--- config.mk ---
export PLATFORM = sky130hd
export DESIGN_NAME = xlink_rx_phy_2b
export DESIGN_NICKNAME = d
export VERILOG_FILES = /design/src/rtl/xlink_rx_phy_2b.sv
export SDC_FILE = /design/constraint.sdc
export NUM_CORES = 1
export LEC_CHECK = 0
export ABC_AREA = 1
export ABC_CLOCK_PERIOD_IN_PS = 3500
export CAP_MARGIN = 20
export CORE_MARGIN = 5
export CORE_UTILIZATION = 50
export DETAILED_ROUTE_END_ITERATION = 16
export PLACE_DENSITY = 0.78
export SLEW_MARGIN = 30
export SYNTH_ARGS = -nofsm -noshare
export SYNTH_HDL_FRONTEND = slang
export SYNTH_SLANG_ARGS = --single-unit
--- constraint.sdc ---
create_clock -name clk -period 3.5 [get_ports clk]
set_input_delay 1.05 -clock clk [delete_from_list [all_inputs] [get_ports clk]]
set_output_delay 1.05 -clock clk [all_outputs]
set_load 0.02 [all_outputs]
--- src/rtl/xlink_rx_phy_2b.sv ---
// Two-wire transition-coded link receiver: 8-bit payload, control flag and balance bit per token.
// Define XLINK_RX_BALANCE_CHECK_EN to reject tokens whose balance bit is inconsistent.
module xlink_rx_phy_2b (
  input  logic       clk,
  input  logic       async_reset_n,
  input  logic       rx_0,
  input  logic       rx_1,
  input  logic [7:0] bit_timeout,
  output logic [8:0] rx_token,
  output logic       rx_token_valid,
  input  logic       rx_token_taken,
  output logic       rx_error,
  output logic       rx_overrun
);

  typedef enum logic {StIdle, StRecv} state_e;

  // [0],[1] form the synchroniser, [2] holds the previous synchronised value
  logic [2:0] sync0_q, sync1_q;
  logic [1:0] warm_q;
  state_e     state_q, state_d;
  logic [3:0] cnt_q, cnt_d;
  logic [7:0] idle_q, idle_d;
  logic [8:0] shift_q, shift_d;
  logic [8:0] token_q, token_d;
  logic       valid_q, valid_d;
  logic       err_q, err_d;
  logic       ovr_q, ovr_d;

  logic edge0, edge1, single, both, bit_v, load;

  always_ff @(posedge clk or negedge async_reset_n) begin
    if (!async_reset_n) begin
      sync0_q <= 3'b0;
      sync1_q <= 3'b0;
      warm_q  <= 2'd0;
    end else begin
      sync0_q <= {sync0_q[1:0], rx_0};
      sync1_q <= {sync1_q[1:0], rx_1};
      if (warm_q != 2'd3) warm_q <= warm_q + 2'd1;
    end
  end

  // Edges are masked until the synchroniser has filled with the real wire levels
  assign edge0  = (warm_q == 2'd3) && (sync0_q[1] ^ sync0_q[2]);
  assign edge1  = (warm_q == 2'd3) && (sync1_q[1] ^ sync1_q[2]);
  assign single = edge0 ^ edge1;
  assign both   = edge0 & edge1;
  assign bit_v  = edge1;

  always_comb begin
    state_d = state_q;
    cnt_d   = cnt_q;
    idle_d  = idle_q;
    shift_d = shift_q;
    token_d = token_q;
    valid_d = valid_q & ~rx_token_taken;
    err_d   = 1'b0;
    ovr_d   = 1'b0;
    load    = 1'b0;
    if (both) begin
      state_d = StIdle;
      cnt_d   = 4'd0;
      idle_d  = 8'd0;
      err_d   = 1'b1;
    end else begin
      case (state_q)
        StIdle: begin
          if (single) begin
            state_d = StRecv;
            cnt_d   = 4'd1;
            idle_d  = 8'd0;
            shift_d = {8'b0, bit_v};
          end
        end
        StRecv: begin
          if (single) begin
            idle_d = 8'd0;
            if (cnt_q == 4'd9) begin
              state_d = StIdle;
              cnt_d   = 4'd0;
`ifdef XLINK_RX_BALANCE_CHECK_EN
              // shift_q holds payload and control flag, so its parity is the expected balance
              if (bit_v == ^shift_q) load = 1'b1;
              else err_d = 1'b1;
`else
              load = 1'b1;
`endif
            end else begin
              cnt_d   = cnt_q + 4'd1;
              shift_d = {shift_q[7:0], bit_v};
            end
          end else if (bit_timeout != 8'd0) begin
            idle_d = idle_q + 8'd1;
            if (idle_d == bit_timeout) begin
              state_d = StIdle;
              cnt_d   = 4'd0;
              idle_d  = 8'd0;
              err_d   = 1'b1;
            end
          end
        end
        default: state_d = StIdle;
      endcase
    end
    if (load) begin
      token_d = {shift_q[0], shift_q[8:1]};
      valid_d = 1'b1;
      ovr_d   = valid_q & ~rx_token_taken;
    end
  end

  always_ff @(posedge clk or negedge async_reset_n) begin
    if (!async_reset_n) begin
      state_q <= StIdle;
      cnt_q   <= 4'd0;
      idle_q  <= 8'd0;
      shift_q <= 9'd0;
      token_q <= 9'd0;
      valid_q <= 1'b0;
      err_q   <= 1'b0;
      ovr_q   <= 1'b0;
    end else begin
      state_q <= state_d;
      cnt_q   <= cnt_d;
      idle_q  <= idle_d;
      shift_q <= shift_d;
      token_q <= token_d;
      valid_q <= valid_d;
      err_q   <= err_d;
      ovr_q   <= ovr_d;
    end
  end

  assign rx_token       = token_q;
  assign rx_token_valid = valid_q;
  assign rx_error       = err_q;
  assign rx_overrun     = ovr_q;

endmodule

==> impl_metrics.toml, run 1 <==
[critical_path]
cpPeakStageDelay_ps = 490
path_cells = "clkdlybuf4s50_1 > xor2_1 > nand2_1 > nor2_1 > nand2_1 > nor2_1 > nand3_2 > nand2_4 > nand2_4 > nand2_1 > nand2_1"
crit_required_ps = 3680
crit_type = "primary input to flip-flop"
end_kind = "flip-flop"
crit_top_cell = "nand2_1"
path_buf_inv = 1
cp_top_family = "simple AND/OR/NAND/NOR gates"
cp.depth = 11
worstRegToRegCells = 7
cp.arrival_ps = 2570
crit_slowest_cell = "clkdlybuf4s50_1"
cp-start-kind = "primary input"
crit_fanout = 10

[clock_network]
cts.clk_slew.worst_paths_ps = 80
root_buffer = "clkbuf_8"
cts_sinks = 42
cts_made_buffers = 5
insertion_delay_ps = 290
hold_buffers = 0
cts_buffer_depth = 2
cts_resized = 0
cts_tree = "built"
htreeDepth = 2
post_cts_buffers = 0

[logic_synthesis]
yosysSeqAreaShare_pct = 51.4
post_synth_num_cell_types = 31
synth_area_um2 = 2050
synth_most_common_cell = "nand2_1"
synth_top_area_share_pct = 51.4
postSynthAreaPerCell_um2 = 8.49
ys_async_sr_fraction_pct = 100
yosys.area.top_type = "dfrtp_1"
synth_edf_count = 0
synth.cells.most_frequent = "57 x nand2_1, 42 x dfrtp_1, 31 x inv_1"
ys_warn_count = 0
synth_fp_nets = 259
yosys-top-cells-area = "dfrtp_1 51%, nand2_1 10%, nand3_1 7.3%"
ys_ff_latch = 42
syn_inst = 241
synth_top_flop_cell = "dfrtp_1"

[power_and_ir_drop]
total_power_w = 0.00108
ir_worst_vdd_uv = 278
power-per-cell-area_nw_per_um2 = 444
p_leak_nw = 1.10

[layout]
finalNetCount = 285
stdcell_count = 318
final_area_um2 = 2440
layout-drive-gt1-share_pct = 7.46
fin_util_pct = 61.3
antenna_cells = 0
nFillCells = 353
area_growth_pct = 19.1

[floorplanning]
fp.dieW_um = 74.0
io_pins = 25
die_y_um = 74.0
initial_utilization_pct = 51.5
core_region_area_um2 = 3970
die_area_um2 = 5470
rows = 23

[detailed_routing]
wl_per_cell_um = 12.5
drt_iter0_drc = 90
drcViolationCount = 0
postRouteAntennaNets = 0
viasPerCell = 5.21
via_count = 1656
routed_wl_mm = 3.97
first_pass_iters = 4

[sta]
maxSlewViolCount = 0
max_slew_margin_pct = 49.7
fin_crit_sh_pct = 68.4
final_hold_viol_count = 0
fin_tns_setup_ps = 0
fin_crit_ps = 2390
finalSetupViolations = 0
worst_slew_pin_slew_ps = 752
fin_skew_ps = 8.78
rsz0062_at_grt = "no"
timing.fmax_ghz = 0.418

[run_status]
status = "finished clean"

[run]
cap_violations = 0

[placement]
numPortBuffers = 24
post-dp-hpwl_mm = 2.80
dpl_cell_area_um2 = 2320
dp_cells = 310
place_congestion = 0.831

[global_routing]
grt_first_pass_wirelength_mm = 6.85
antenna_found_initial = 0
grt_max_degree = 43
grt_usage_pct = 16.3
grt_overflow = 0
grt_pass1_vias = 1591

[hold_path]
worst_hold_path.num_cells = 0
hold_path.class = "flip-flop to flip-flop"
## power breakdown
| part | total, W | switching (W) | internal [W] |
|---|---|---|---|
| clock | 0.000375 | 0.000162 | 0.000213 |
| sequential | 0.000549 | 0.0000338 | 0.000515 |
| combinational | 0.000157 | 0.0000969 | 0.0000597 |
## cell type report
cell class | count | area [µm²] | area share, %
clock inverter | 2 | 37.5 | 1.54
inverter | 33 | 124 | 5.08
tap | 50 | 62.6 | 2.57
clock buffer | 6 | 72.6 | 2.98
timing repair buffer | 24 | 238 | 9.76
multi-input combinational | 161 | 851 | 34.9
sequential | 42 | 1050 | 43.1
## per-layer routing
layer	GRT usage (%)	up-vias	part of all wire, %	routed length [µm]
met5	0	-	0	0
met4	5.43	0	1.4	54
met1	21.0	786	45	1800
li1	-	831	-	-
met3	4.05	6	4.1	161
met2	27.2	33	49	1960
## logic make-up (layout without fill, tap and decap cells)
| logic type | after synthesis | in the layout | synth area share [%] |
|---|---|---|---|
| and+or+nand+nor | 113 | 113 | 25.8 |
| buffers and inverters | 38 | 65 | 7.03 |
| adders and majority gates | 5 | 5 | 3.06 |
| DFF | 42 | 42 | 51.4 |
| xor gates and xnor gates | 5 | 5 | 2.14 |
| AOI/OAI and AO/OA | 37 | 37 | 10.0 |
| muxes | 1 | 1 | 0.550 |
## worst paths after layout
path | slack, ps | startpoint | endpoint
min | 340 | sync0_q[0] | sync0_q[1]
max in group asynchronous | 2390 | async_reset_n | shift_q[2]
max reg2reg | 1130 | warm_q[0] | rx_token[5]
max | 1110 | bit_timeout[0] | cnt_q[0]
min reg2reg | 340 | sync0_q[0] | sync0_q[1]
min in group asynchronous | 730 | async_reset_n | idle_q[6]
## metrics by stage
| stage | worst slack [ps] | hold slack (ps) |
|---|---|---|
| floorplan | 1480 | 331 |
| global placement | 849 | 334 |
| detailed placement | 803 | 338 |
| CTS | 1110 | 351 |
| global route | 799 | 347 |
| finish | 1110 | 345 |
## state kept, by name, indices dropped and copies added, names as in the netlist
| name | cells |
|---|---|
| idle_q | 8 |
| rx_error | 1 |
| state_q | 1 |
| rx_token_valid | 1 |
| sync1_q | 3 |
| rx_token | 9 |
| warm_q | 2 |
| shift_q | 9 |
| cnt_q | 4 |
| sync0_q | 3 |
| rx_overrun | 1 |
## cell usage in the layout, fill, tap and decap left out
cell type         n
nor2_1           10
o21ai_0          23
bufinv_16         1
nor2_4            2
nand4_1           2
nor3_1            2
clkinvlp_4        1
nand3b_1          1
clkbuf_8          5
nand2_4           2
clkbuf_1          1
nand2_2           2
a21oi_1           2
nor4_1            1
and2_1            1
o22a_1            1
nor2_2            1
nand3_1          30
clkdlybuf4s50_1  23
o22ai_1           6
inv_2             1
nand3_2           2
o21ai_1           2
o21ai_2           1
o21bai_1          1
a211oi_1          1
xnor2_1           3
dfrtp_1          42
clkinv_1          1
nand2_1          57
ha_1              5
buf_4             1
mux2_2            1
xor2_1            2
inv_1            31
Note: power is estimated with default switching activity, not from simulation.
==> run 2: changes to the inputs <==
- ABC_CLOCK_PERIOD_IN_PS: 3500 -> 2400
- clock period: 3.5 -> 2.4 ns (I/O delays scaled with it)
==> impl_metrics.toml, run 2 (synthesized netlist as in run 1, its figures left out) <==
[run_status]
status = "finished clean"

[detailed_routing]
drt_iter0_drc = 84
routed_wl_mm = 3.89
viasPerCell = 5.10
drcViolationCount = 0
wl_per_cell_um = 12.0
postRouteAntennaNets = 0
first_pass_iters = 4
via_count = 1654

[sta]
fin_crit_ps = 2130
max_slew_margin_pct = 64.1
holdWs_ps = 351
rsz0062_at_grt = "no"
final_hold_viol_count = 0
finalSetupViolations = 0
maxSlewViolCount = 0
fin_skew_ps = 4.05
fin_tns_setup_ps = 0
worst_slew_pin_slew_ps = 534
timing.fmax_ghz = 0.470
fin_crit_sh_pct = 88.7

[critical_path]
crit_fanout = 10
cp.arrival_ps = 2310
crit_required_ps = 2590
cp-start-kind = "flip-flop"
crit_type = "flip-flop to flip-flop"
end_kind = "flip-flop"

[power_and_ir_drop]
swShare_pct = 26.8
pwr-share-clk_pct = 34.2
total_power_w = 0.00158
power-per-cell-area_nw_per_um2 = 639
intPower_w = 0.00116
power.switching_w = 0.000425
p_leak_nw = 1.13
power_frac_seq_pct = 50.7
ir_worst_vdd_uv = 345
pwr-share-comb_pct = 15.1

[floorplanning]
initial_utilization_pct = 51.5
core_region_area_um2 = 3970
die_y_um = 74.0
io_pins = 25
die_area_um2 = 5470
fp.dieW_um = 74.0
rows = 23

[layout]
layout-drive-gt1-share_pct = 9.49
antenna_cells = 0
area_growth_pct = 21.2
final_area_um2 = 2480
nFillCells = 339
finalNetCount = 291
fin_util_pct = 62.4
layout_commonest_cell = "nand2_1"
final_cell_mix = "57 x nand2_1, 42 x dfrtp_1, 31 x inv_1, 30 x nand3_1"

[placement]
dpl_cell_area_um2 = 2370
numPortBuffers = 24
place_congestion = 0.866
post-dp-hpwl_mm = 2.87

[clock_network]
root_buffer = "clkbuf_8"
cts_buffer_depth = 2
cts_resized = 0
cts_made_buffers = 5
insertion_delay_ps = 290
cts_tree = "built"
hold_buffers = 0
post_cts_buffers = 0
cts_sinks = 42
htreeDepth = 2
cts.clk_slew.worst_paths_ps = 80

[global_routing]
antenna_found_initial = 0
met3_usage_pct = 4.46
grt_overflow = 0
grt_usage_pct = 16.2
grt-busiest-layer = "met2"
grt_pass1_vias = 1567
grt_use_met1_pct = 20.8
use_met2_pct = 26.1
grt_first_pass_wirelength_mm = 6.73
grt_max_degree = 25

[hold_path]
hold_path.class = "flip-flop to flip-flop"

[run]
cap_violations = 0
## run 2: cell types whose count changed in the layout (fill, tap and decap cells not counted)
cell   before  now
buf_2       0    1
buf_4       1    6
## run 2: layout make-up
cell class / instances / area (µm²) / area share, %
Clock buffer: 6 / 72.6 / 2.93
Clock inverter: 2 / 37.5 / 1.51
Inverter: 33 / 124 / 5.00
Multi-Input combinational cell: 161 / 851 / 34.3
Sequential cell: 42 / 1050 / 42.4
Tap cell: 50 / 62.6 / 2.52
Timing Repair Buffer: 30 / 280 / 11.3
## run 2: worst paths after layout
path	start	end	slack [ps]	cells after the start
max	warm_q[0]	cnt_q[0]	270	8
min	sync1_q[0]	sync1_q[1]	350	0
max reg2reg	warm_q[0]	cnt_q[0]	270	8
min reg2reg	sync1_q[0]	sync1_q[1]	350	0
max in group asynchronous	async_reset_n	warm_q[1]	1440	2
min in group asynchronous	async_reset_n	idle_q[7]	410	1
## run 2: critical path, cell delays in order (launching register included)
cell     delay [ps]
dfrtp_1         380
ha_1            240
o21ai_0         110
a21oi_1         230
ha_1            330
nor3_1          400
nand2_4         170
nand3_1         110
nand2_1          50
## run 2: power groups by stage
stage,sequential [W],clock (W),combinational (W)
global route,0.000813,0.000587,0.000274
floorplan,0.000798,0,0.000165
finish,0.000804,0.000542,0.000239
detailed placement,0.000816,0,0.000238
global placement,0.000815,0,0.000234
CTS,0.000805,0.000563,0.000241
## run 2: metrics by stage
step / worst slack (ps) / std cells
2_1_floorplan: 511 / 241
3_3_place_gp: 155 / 316
3_5_place_dp: 116 / 316
4_1_cts: 256 / 324
5_1_grt: 151 / 324
6_report: 272 / 324
## run 2: per-layer routing
metal  up-vias  share of wire, %
met2        21                48
li1        850                 -
met4         0               1.9
met3         7               3.9
met1       776                46
met5         -                 0
